$ cat src/rtl/muldiv_sequencer.sv
// Iterative RV32M multiply/divide sequencer: one radix-2 step per cycle on operand
// magnitudes, with a fixed ARCH_LEN+1 cycle latency from accept to the result strobe.
module muldiv_sequencer #(
  parameter int unsigned ARCH_LEN = 32
) (
  input  logic                clk,
  input  logic                rst,
  input  logic                req_valid,
  output logic                req_ready,
  input  logic [2:0]          func3,
  input  logic [ARCH_LEN-1:0] operand1,
  input  logic [ARCH_LEN-1:0] operand2,
  input  logic                flush,
  output logic                stall_o,
  output logic                busy,
  output logic                resp_valid,
  output logic [ARCH_LEN-1:0] resp_result
);

  localparam int unsigned CW = (ARCH_LEN > 1) ? $clog2(ARCH_LEN) : 1;

  typedef enum logic [1:0] {StIdle, StRun, StDone} state_e;

  state_e                  state_q, state_d;
  logic [CW-1:0]           cnt_q, cnt_d;
  logic [2:0]              func_q, func_d;
  logic                    neg1_q, neg1_d;
  logic                    neg2_q, neg2_d;
  logic                    div0_q, div0_d;
  logic [ARCH_LEN-1:0]     a_q, a_d;
  logic [2*ARCH_LEN-1:0]   acc_q, acc_d;
  logic [ARCH_LEN-1:0]     resp_result_q, resp_result_d;

  logic                    accept;
  logic                    last_step;
  logic                    in_neg1, in_neg2;
  logic [ARCH_LEN-1:0]     mag1, mag2;
  logic [ARCH_LEN:0]       mul_sum;
  logic [2*ARCH_LEN-1:0]   mul_step;
  logic [ARCH_LEN:0]       div_shift;
  logic [ARCH_LEN:0]       div_diff;
  logic [2*ARCH_LEN-1:0]   div_step;
  logic [2*ARCH_LEN-1:0]   step;
  logic [2*ARCH_LEN-1:0]   prod;
  logic [ARCH_LEN-1:0]     mul_res, quo_res, rem_res, fin_res;

  function automatic logic [ARCH_LEN-1:0] abs_val(input logic [ARCH_LEN-1:0] v,
                                                  input logic neg);
    return neg ? (~v + 1'b1) : v;
  endfunction

  assign accept    = (state_q == StIdle) & req_valid & ~flush;
  assign last_step = (cnt_q == CW'(ARCH_LEN - 1));

  // Operand signedness: MULH/MULHSU/DIV/REM treat rs1 as signed; MULH/DIV/REM treat rs2 so.
  assign in_neg1 = operand1[ARCH_LEN-1] &
                   ((func3 == 3'b001) | (func3 == 3'b010) | (func3[2] & ~func3[0]));
  assign in_neg2 = operand2[ARCH_LEN-1] & ((func3 == 3'b001) | (func3[2] & ~func3[0]));
  assign mag1    = abs_val(operand1, in_neg1);
  assign mag2    = abs_val(operand2, in_neg2);

  // acc holds {partial_hi, multiplier} for multiply and {remainder, quotient} for divide.
  always_comb begin
    mul_sum   = {1'b0, acc_q[2*ARCH_LEN-1:ARCH_LEN]} + (acc_q[0] ? {1'b0, a_q} : '0);
    mul_step  = {mul_sum, acc_q[ARCH_LEN-1:1]};
    div_shift = {acc_q[2*ARCH_LEN-1:ARCH_LEN], acc_q[ARCH_LEN-1]};
    div_diff  = div_shift - {1'b0, a_q};
    if (div_diff[ARCH_LEN]) begin
      div_step = {div_shift[ARCH_LEN-1:0], acc_q[ARCH_LEN-2:0], 1'b0};
    end else begin
      div_step = {div_diff[ARCH_LEN-1:0], acc_q[ARCH_LEN-2:0], 1'b1};
    end
    step = func_q[2] ? div_step : mul_step;
  end

  // Sign fix-up of the final step; a zero divisor leaves |rs1| as remainder, so only the
  // quotient needs overriding.
  always_comb begin
    prod    = (neg1_q ^ neg2_q) ? (~step + 1'b1) : step;
    mul_res = (func_q[1:0] == 2'b00) ? prod[ARCH_LEN-1:0] : prod[2*ARCH_LEN-1:ARCH_LEN];
    quo_res = div0_q ? '1 : abs_val(step[ARCH_LEN-1:0], neg1_q ^ neg2_q);
    rem_res = abs_val(step[2*ARCH_LEN-1:ARCH_LEN], neg1_q);
    fin_res = func_q[2] ? (func_q[1] ? rem_res : quo_res) : mul_res;
  end

  always_comb begin
    cnt_d         = cnt_q;
    func_d        = func_q;
    neg1_d        = neg1_q;
    neg2_d        = neg2_q;
    div0_d        = div0_q;
    a_d           = a_q;
    acc_d         = acc_q;
    resp_result_d = resp_result_q;
    if (accept) begin
      cnt_d  = '0;
      func_d = func3;
      neg1_d = in_neg1;
      neg2_d = in_neg2;
      div0_d = (operand2 == '0);
      if (func3[2]) begin
        a_d   = mag2;
        acc_d = {{ARCH_LEN{1'b0}}, mag1};
      end else begin
        a_d   = mag1;
        acc_d = {{ARCH_LEN{1'b0}}, mag2};
      end
    end else if ((state_q == StRun) && !flush) begin
      cnt_d = cnt_q + 1'b1;
      acc_d = step;
      if (last_step) begin
        resp_result_d = fin_res;
      end
    end
  end

  always_ff @(posedge clk) begin
    if (rst) begin
      state_q       <= StIdle;
      cnt_q         <= '0;
      func_q        <= '0;
      neg1_q        <= 1'b0;
      neg2_q        <= 1'b0;
      div0_q        <= 1'b0;
      a_q           <= '0;
      acc_q         <= '0;
      resp_result_q <= '0;
    end else begin
      state_q       <= state_d;
      cnt_q         <= cnt_d;
      func_q        <= func_d;
      neg1_q        <= neg1_d;
      neg2_q        <= neg2_d;
      div0_q        <= div0_d;
      a_q           <= a_d;
      acc_q         <= acc_d;
      resp_result_q <= resp_result_d;
    end
  end

  always_comb begin
    state_d = state_q;
    if (flush) begin
      state_d = StIdle;
    end else begin
      unique case (state_q)
        StIdle:  if (req_valid) state_d = StRun;
        StRun:   if (last_step) state_d = StDone;
        StDone:  state_d = StIdle;
        default: state_d = StIdle;
      endcase
    end
  end

  always_comb begin
    req_ready   = (state_q == StIdle);
    busy        = (state_q != StIdle);
    stall_o     = (state_q == StRun) | ((state_q == StIdle) & req_valid & ~flush);
    resp_valid  = (state_q == StDone) & ~flush;
    resp_result = resp_result_q;
  end

endmodule

$ cat config.mk
export PLATFORM = sky130hd
export DESIGN_NAME = muldiv_sequencer
export DESIGN_NICKNAME = d
export VERILOG_FILES = /design/src/rtl/muldiv_sequencer.sv
export SDC_FILE = /design/constraint.sdc
export NUM_CORES = 1
export LEC_CHECK = 0
export ABC_CLOCK_PERIOD_IN_PS = 10730
export BUFFER_PORTS_ARGS = -buffer_cell sky130_fd_sc_hd__buf_4
export CAP_MARGIN = 20
export CELL_PAD_IN_SITES_DETAIL_PLACEMENT = 1
export CELL_PAD_IN_SITES_GLOBAL_PLACEMENT = 2
export CORE_MARGIN = 2
export CORE_UTILIZATION = 38
export CTS_CLUSTER_DIAMETER = 50
export CTS_CLUSTER_SIZE = 16
export DETAILED_ROUTE_END_ITERATION = 16
export GPL_TIMING_DRIVEN = 0
export PLACE_DENSITY_LB_ADDON = 0.1
export SETUP_SLACK_MARGIN = 0.4
export SYNTH_ARGS = -nofsm -noshare
export SYNTH_HDL_FRONTEND = slang
export SYNTH_SLANG_ARGS = --single-unit
$ cat constraint.sdc
create_clock -name clk -period 10.73 [get_ports clk]
set_input_delay 1.073 -clock clk [delete_from_list [all_inputs] [get_ports clk]]
set_output_delay 1.073 -clock clk [all_outputs]
set_load 0.1 [all_outputs]
==> results of run 1 <==
[registers in the layout (all words and copies together) (netlist names)]
name and cells:
div0_q 1, func_q 3, state_q 2, acc_q 64
neg2_q 1, resp_result 32, a_q 32, neg1_q 1
cnt_q 5
[power breakdown]
| group | leakage [nW] | internal [W] | switching (W) | total, W |
|---|---|---|---|---|
| Sequential | 1.15 | 0.000542 | 0.0000300 | 0.000572 |
| Combinational | 5.27 | 0.000212 | 0.000484 | 0.000696 |
| Clock | 0.281 | 0.000308 | 0.000300 | 0.000608 |
[cells in the mapped netlist, types with 10 or more instances]
| library cell | number |
|---|---|
| nand2_1 | 308 |
| nor2_1 | 215 |
| a21oi_1 | 208 |
| o21ai_0 | 142 |
| dfxtp_1 | 141 |
| clkbuf_1 | 113 |
| xnor2_1 | 110 |
| o211ai_1 | 85 |
| xor2_1 | 82 |
| ha_1 | 70 |
| nor3_1 | 62 |
| inv_1 | 59 |
| nand3_1 | 59 |
| a31oi_1 | 52 |
| mux2i_1 | 44 |
| and2_1 | 41 |
| a211oi_1 | 37 |
| a21o_1 | 26 |
| o31ai_1 | 22 |
| nor4_1 | 21 |
| or3_1 | 21 |
| nand4_1 | 19 |
| buf_2 | 18 |
| nor2b_1 | 18 |
| and3_1 | 15 |
| buf_1 | 15 |
| nand2b_1 | 14 |
| a221oi_1 | 13 |
| o21a_1 | 12 |
| o21ai_1 | 12 |
| or2_2 | 12 |
| a311oi_1 | 10 |
| o221ai_1 | 10 |
[cell families (layout without fill, tap and decap cells)]
group	Yosys count	in the layout	synth area share
other cells	0	2	0
fa+ha+maj	72	72	0.0589
simple gates	852	852	0.257
compound gates	736	736	0.310
xor+xnor	192	192	0.108
flops	141	141	0.182
buf+inv	211	349	0.0541
mux	46	46	0.0298
[worst max-delay path, delay by kind of cell, from the launching register on]
kind	cells	cell delay, ns
buffers and inverters	9	4.96
and+or+nand+nor	2	0.64
AOI/OAI and AO/OA	1	0.59
DFF	1	0.33
muxes	1	0.16
[worst paths after layout]
kind | from | endpoint | slack [ns] | cells after the start
setup / recovery | func_q[2] | resp_result[3] | 3.94 | 13
setup reg to reg | func_q[2] | resp_result[3] | 3.94 | 13
hold reg to reg | state_q[1] | state_q[0] | 0.46 | 1
hold / removal | state_q[1] | state_q[0] | 0.46 | 1
[final cells by class]
type,count,area share
clock inverter,15,0.00833
sequential,141,0.161
inverter,61,0.0130
buffer,150,0.0348
multi-input combinational,1898,0.676
clock buffer,17,0.0242
timing repair buffer,106,0.0451
antenna,2,0.000285
tap,532,0.0379
[routing by layer]
layer  vias to the layer above  GRT usage
li1                       8410          -
met1                      9107      0.493
met2                       741      0.602
met3                       156     0.0784
met4                         2      0.173
met5                         -          0
[metrics by stage]
step           total power, W  cells  hold WS, ns
2_1_floorplan        0.000990   2250        0.427
3_3_place_gp          0.00124   2887        0.440
3_5_place_dp          0.00126   2888        0.449
4_1_cts               0.00186   2920        0.465
5_1_grt               0.00194   2920        0.488
6_report              0.00188   2922        0.456
[layout by cell type, fill, tap and decap left out, drive strengths merged, types with 11 or more instances in the layout]
| master | synthesis | final |
|---|---|---|
| a311oi | 11 | 11 |
| nand2 | 310 | 310 |
| ha | 70 | 70 |
| o211ai | 85 | 85 |
| dfxtp | 141 | 141 |
| and3 | 16 | 16 |
| nand2b | 15 | 15 |
| o21ai | 158 | 158 |
| a21o | 26 | 26 |
| nor3 | 64 | 64 |
| nand3 | 60 | 60 |
| o31ai | 27 | 27 |
| o221ai | 12 | 12 |
| a211oi | 40 | 40 |
| nor2b | 18 | 18 |
| a221oi | 13 | 13 |
| a21oi | 214 | 214 |
| a31oi | 54 | 54 |
| xor2 | 82 | 82 |
| or3 | 21 | 21 |
| or2 | 16 | 16 |
| inv | 59 | 68 |
| clkbuf | 113 | 130 |
| and2 | 42 | 42 |
| xnor2 | 110 | 110 |
| nor4 | 23 | 23 |
| mux2i | 44 | 44 |
| o21a | 12 | 12 |
| nor2 | 215 | 215 |
| buf | 37 | 143 |
| nand4 | 20 | 20 |
==> summary.txt, run 1 <==
Die
  – Core Area: 40,600 um2
  – Rows: 74
  – Die Span Y: 206 um
  – Die area: 42,500 um2
  – I/O pin count: 107
  – Die width: 206 um
  – Starting Density: 0.383

Route
  – DR top layer: met5
  – ANT nets after route: 0
  – Number of remaining DRC errors: 0
  – Routed length on met1: 34.7 mm
  – Via/cell ratio: 6.30
  – Routed len/inst: 27.6 um
  – Number of DRC markers in iteration 0: 1,536
  – Drt first pass iters: 6
  – Vias: 18.4k
  – Met2 WL: 36.0 mm
  – Met3 wire length: 6.22 mm
  – Drt total wl: 80.6 mm

Synth
  – Top cell type's share of synthesized area: 0.182
  – Post-synth EDFFs: 0
  – Post-synthesis sequential area ratio: 0.182
  – Post-synthesis cell count: 2,250
  – Top post-synthesis cells by area: dfxtp_1 (18%), nand2_1 (7.4%), a21oi_1 (6.7%)
  – Area leader, netlist: dfxtp_1
  – Avg Inst Size Synth: 6.91 um2
  – Synth unique cells: 95
  – Synthesized area: 15,500 um2
  – Syn_nets: 2,393
  – Asr flop ratio synth: 0
  – Number of synthesized register bits: 141
  – Most used DFF post-synth: dfxtp_1
  – Synth warn: 0

Placed design
  – Dpl hpwl: 66.9 mm
  – Port Buf Inserts: 105
  – Placed inst area: 17,000 um2
  – Placer Congestion: 0.990
  – Pre-CTS setup slack: 4.33 ns

STA
  – Min Tclk post-route: 6.79 ns
  – RSZ-0062 raised after global routing: false
  – Setup Skew: 0.0152 ns
  – Least-Margin Pin Slew: 1.23 ns
  – Setup TNS: 0 ns
  – Setup violations, final: 0
  – Final hold violations: 0
  – Fmax: 147 MHz
  – Final max-slew violation count: 0
  – Setup ws final: 3.94 ns
  – Slew HR: 0.175
  – Fin crit share: 0.633

Global routing
  – Vias in the first global route: 18.1k
  – Maximum number of pins on one net before global-route repair: 17
  – Antenna violations before repair: 3
  – GRT Util Overall: 0.379
  – First-pass GRT wire length: 118 mm
  – Total grt overflow: 0

Clocking
  – Insertion delay to the later sink of the worst-skew pair: 0.49 ns
  – CTS HTree Levels: 4
  – CTS Sinks: 141
  – CTS tree: yes
  – Hold_buf cts: 0
  – Clk pin slew, worst setup/hold paths: 0.07 ns
  – CTS Buf Count: 17
  – CTS resizes: 0
  – Root buf cell: clkbuf_16
  – Post-CTS setup repair buffer count: 0
  – Clk buf depth: 2

Worst setup path
  – Slowest CP cell: clkbuf_1
  – Critical Path Fanout Max: 10
  – Worst-path cell chain: clkbuf_1, buf_2, buf_2, buf_2, clkbuf_1, buf_2, buf_1, clkbuf_1, nor2_1, clkbuf_1, a222oi_1, mux2i_1, nor2_1
  – Crit end category: flip-flop
  – WP data required: 11.14 ns
  – Crit start category: flip-flop
  – Critical path class: reg2reg
  – Crit path DAT: 7.21 ns
  – Critical Path Max Stage Delay: 0.91 ns

Finish
  – Sequential cell area: 2820 um2
  – Fill count: 5,305
  – Finished Cell Area: 17,600 um2
  – Final core occ: 0.433
  – Multi-input logic area: 11,900 um2
  – Area growth from synthesis to layout: 13.1%
  – Layout cell share with drive strength beyond 1: 0.0913
  – # nets final: 2,518

Pwr
  – Peak VDD IR: 0.127 mV
  – Cell Pwr Density: 107 nW/um2
  – Leakage: 6.69 nW

Flow run
  – MaxCap Viol Count: 0

Status
  – Status: finished, final reports clean

Worst hold path
  – Worst min path class: reg2reg
Note: power is estimated with default switching activity, not from simulation.
==> run 2, diff against run 1 <==
--- a/config.mk
+++ b/config.mk
@@ -5,13 +5,14 @@
 export SDC_FILE = /design/constraint.sdc
 export NUM_CORES = 1
 export LEC_CHECK = 0
-export ABC_CLOCK_PERIOD_IN_PS = 10730
+export ABC_AREA = 1
+export ABC_CLOCK_PERIOD_IN_PS = 6250
 export BUFFER_PORTS_ARGS = -buffer_cell sky130_fd_sc_hd__buf_4
 export CAP_MARGIN = 20
 export CELL_PAD_IN_SITES_DETAIL_PLACEMENT = 1
 export CELL_PAD_IN_SITES_GLOBAL_PLACEMENT = 2
 export CORE_MARGIN = 2
-export CORE_UTILIZATION = 38
+export CORE_UTILIZATION = 30
 export CTS_CLUSTER_DIAMETER = 50
 export CTS_CLUSTER_SIZE = 16
 export DETAILED_ROUTE_END_ITERATION = 16
==> constraint.sdc (replaced) <==
create_clock -name clk -period 6.25 [get_ports clk]
set_input_delay 0.625 -clock clk [delete_from_list [all_inputs] [get_ports clk]]
set_output_delay 0.625 -clock clk [all_outputs]
set_load 0.1 [all_outputs]
==> run 2 against run 1 <==
Against the previous run: flip-flop and latch count unchanged; fmax up 25%; cell area up 12%; core utilization down 8.5 points; count of clock-buffer cells in the layout up 2; clock power up 83%; first-iteration DRC count up 12%; worst setup slack worse by 3.1 ns; synthesized cell count up 38%; wire length up 23%; largest cell class unchanged; highest routed layer unchanged.
==> summary.txt, run 2 <==
Die
  – Rows: 87 (was 74)
  – Starting Density: 0.305 (was 0.383)
  – Die Span Y: 244 um (was 206 um)
  – Die width: 244 um (was 206 um)
  – Core Area: 56,700 um2 (was 40,600 um2)
  – Die area: 59,600 um2 (was 42,500 um2)
  – I/O pin count: 107 (unchanged)

STA
  – Least-Margin Pin Slew: 1.11 ns (was 1.23 ns)
  – Min Tclk post-route: 5.43 ns (was 6.79 ns)
  – Slew HR: 0.262 (was 0.175)
  – Fin crit share: 0.868 (was 0.633)
  – Setup TNS: 0 ns (unchanged)
  – Final hold violations: 0 (unchanged)
  – Fmax: 184 MHz (was 147 MHz)
  – Setup Skew: 0.0176 ns (was 0.0152 ns)
  – Final max-slew violation count: 0 (unchanged)
  – RSZ-0062 raised after global routing: false (unchanged)
  – Setup violations, final: 0 (unchanged)

Clocking
  – CTS tree: yes (unchanged)
  – CTS Buf Count: 17 (unchanged)
  – Clk buf depth: 2 (unchanged)
  – Root buf cell: clkbuf_16 (unchanged)
  – CTS HTree Levels: 4 (unchanged)
  – CTS Sinks: 141 (unchanged)
  – Hold_buf cts: 0 (unchanged)
  – Clk pin slew, worst setup/hold paths: 0.07 ns (about the same)
  – Insertion delay to the later sink of the worst-skew pair: 0.50 ns (was 0.49 ns)

Worst setup path
  – Critical Path Max Stage Delay: 0.48 ns (was 0.91 ns)
  – Critical path class: reg2reg (unchanged)
  – Crit start category: flip-flop (unchanged)
  – Slowest CP cell: dfxtp_1 (was clkbuf_1)
  – WP data required: 6.64 ns (was 11.14 ns)
  – Cell repeated most along the worst path: nand2_1
  – Crit end category: flip-flop (unchanged)
  – Crit path DAT: 5.81 ns (was 7.21 ns)
  – Critical Path Fanout Max: 7 (was 10)
  – Worst path bufs/invs: 5 (was 9)
  – CP delay by family, top: simple AND/OR/NAND/NOR gates (was buffers and inverters)

Synth
  – Synthesized area: 17,300 um2 (was 15,500 um2)
  – Synth unique cells: 58 (was 95)
  – Top cell type's share of synthesized area: 0.215 (was 0.182)
  – Post-synthesis cell count: 3,114 (was 2,250)
  – Post-synth top cells: nand2_1 (989), inv_1 (407), nor2_1 (303) (was nand2_1 (308), nor2_1 (215), a21oi_1 (208))
  – Syn_nets: 3,257 (was 2,393)
  – Post-synth EDFFs: 0 (unchanged)
  – Most common cell in the netlist: nand2_1 (unchanged)
  – Synth warn: 0 (unchanged)
  – Area leader, netlist: nand2_1 (was dfxtp_1)
  – Avg Inst Size Synth: 5.55 um2 (was 6.91 um2)
  – Most used DFF post-synth: dfxtp_1 (unchanged)
  – Asr flop ratio synth: 0 (unchanged)
  – Number of synthesized register bits: 141 (unchanged)
  – Top post-synthesis cells by area: nand2_1 (21%), dfxtp_1 (16%), inv_1 (8.8%) (was dfxtp_1 (18%), nand2_1 (7.4%), a21oi_1 (6.7%))
  – Post-synthesis sequential area ratio: 0.163 (was 0.182)

Route
  – Number of remaining DRC errors: 0 (unchanged)
  – Number of DRC markers in iteration 0: 1,715 (was 1,536)
  – Via/cell ratio: 5.35 (was 6.30)
  – Drt total wl: 98.8 mm (was 80.6 mm)
  – Drt first pass iters: 5 (was 6)
  – ANT nets after route: 0 (unchanged)
  – Routed len/inst: 24.7 um (was 27.6 um)
  – Vias: 21.4k (was 18.4k)

Finish
  – Top reg by flops: acc_q (unchanged)
  – Layout cell share with drive strength beyond 1: 0.0959 (was 0.0913)
  – # nets final: 3,383 (was 2,518)
  – Most common cell after layout, fill and taps aside: nand2_1 (unchanged)
  – Diode count: 0 (was 2)
  – Area growth from synthesis to layout: 13.9% (was 13.1%)
  – Highest-count cells in the layout ignoring fill and taps: nand2_1 (986), inv_1 (406), nor2_1 (302), nand3_1 (236), a21oi_1 (198) (was nand2_1 (308), nor2_1 (215), a21oi_1 (208), o21ai_0 (142), dfxtp_1 (141))
  – Number of flip-flops in the largest register: 64 (unchanged)

Worst hold path
  – Worst min path class: in2reg (was reg2reg)

Status
  – Status: finished, final reports clean (unchanged)

Global routing
  – Maximum number of pins on one net before global-route repair: 17 (unchanged)
  – First-pass GRT wire length: 144 mm (was 118 mm)
  – Antenna violations before repair: 1 (was 3)
  – GRT Util Overall: 0.330 (was 0.379)
  – Total grt overflow: 0 (unchanged)
  – Vias in the first global route: 21.9k (was 18.1k)

Placed design
  – Placer Congestion: 1.03 (was 0.990)
  – Port Buf Inserts: 105 (unchanged)
  – Dpl hpwl: 84.0 mm (was 66.9 mm)

Pwr
  – Design Power: 0.00358 W (was 0.00188 W)
  – Peak VDD IR: 0.232 mV (was 0.127 mV)
  – Cell Pwr Density: 182 nW/um2 (was 107 nW/um2)
  – Leakage: 9.81 nW (was 6.69 nW)

Flow run
  – MaxCap Viol Count: 0 (unchanged)
run 2: cells by family after synthesis:
family	share of synthesized area
and+or+nand+nor	0.427
AOI/OAI and AO/OA	0.183
buffers and inverters	0.120
DFF	0.163
xor gates and xnor gates	0.0542
adders and majority gates	0.0530
run 2: worst paths after layout:
| path | startpoint | end | slack [ns] | cells past startpoint |
|---|---|---|---|---|
| max | a_q[29] | resp_result[4] | 0.82 | 30 |
| min | flush | state_q[0] | 0.42 | 3 |
| max reg2reg | a_q[29] | resp_result[4] | 0.82 | 30 |
| min reg2reg | cnt_q[3] | cnt_q[3] | 0.47 | 2 |
run 2: routing by layer:
layer  global-route usage  vias up  wire length (um)
met2                0.560      568             46200
met3               0.0606      122              5840
met5                    0        -                10
met4                0.107        2              3070
met1                0.420    10500             43700
li1                     -    10300                 -
run 2: per-stage QoR:
step / setup WS, ns / cells / util / hold slack [ns] / instance area [um2]
after floorplan: 2.24 / 3114 / - / 0.429 / 17300
after global placement: 0.413 / 3975 / 0.335 / 0.451 / 19000
after detailed placement: 0.333 / 3975 / 0.335 / 0.460 / 19000
after CTS: 0.409 / 4007 / 0.346 / 0.396 / 19600
after global routing: 0.416 / 4009 / 0.347 / 0.442 / 19700
final: 0.822 / 4009 / 0.347 / 0.416 / 19700
run 2: cell type report:
| cell class | instances | area, um2 |
|---|---|---|
| Buffer | 114 | 514 |
| Multi-Input combinational cell | 2442 | 12400 |
| Timing Repair Buffer | 107 | 803 |
| Fill cell | 7727 | 37000 |
| Clock buffer | 19 | 433 |
| Tap cell | 756 | 946 |
| Sequential cell | 141 | 2820 |
| Inverter | 417 | 1570 |
| Clock inverter | 13 | 159 |
run 2: tightest hold or removal path, stage by stage:
cell and delay (ns):
buf_4 0.10, nor2_1 0.05, o21a_1 0.09
run 2: timing repair:
item	4_1_cts	5_1_grt
setup endpoints to repair	1	15
gates resized for setup	3	13
buffers inserted	0	1
run 2: where the power goes:
group / total, W / internal, W / switching [W]
clock: 0.00111 / 0.000598 / 0.000511
sequential: 0.000973 / 0.000932 / 0.0000418
combinational: 0.00150 / 0.000417 / 0.00108
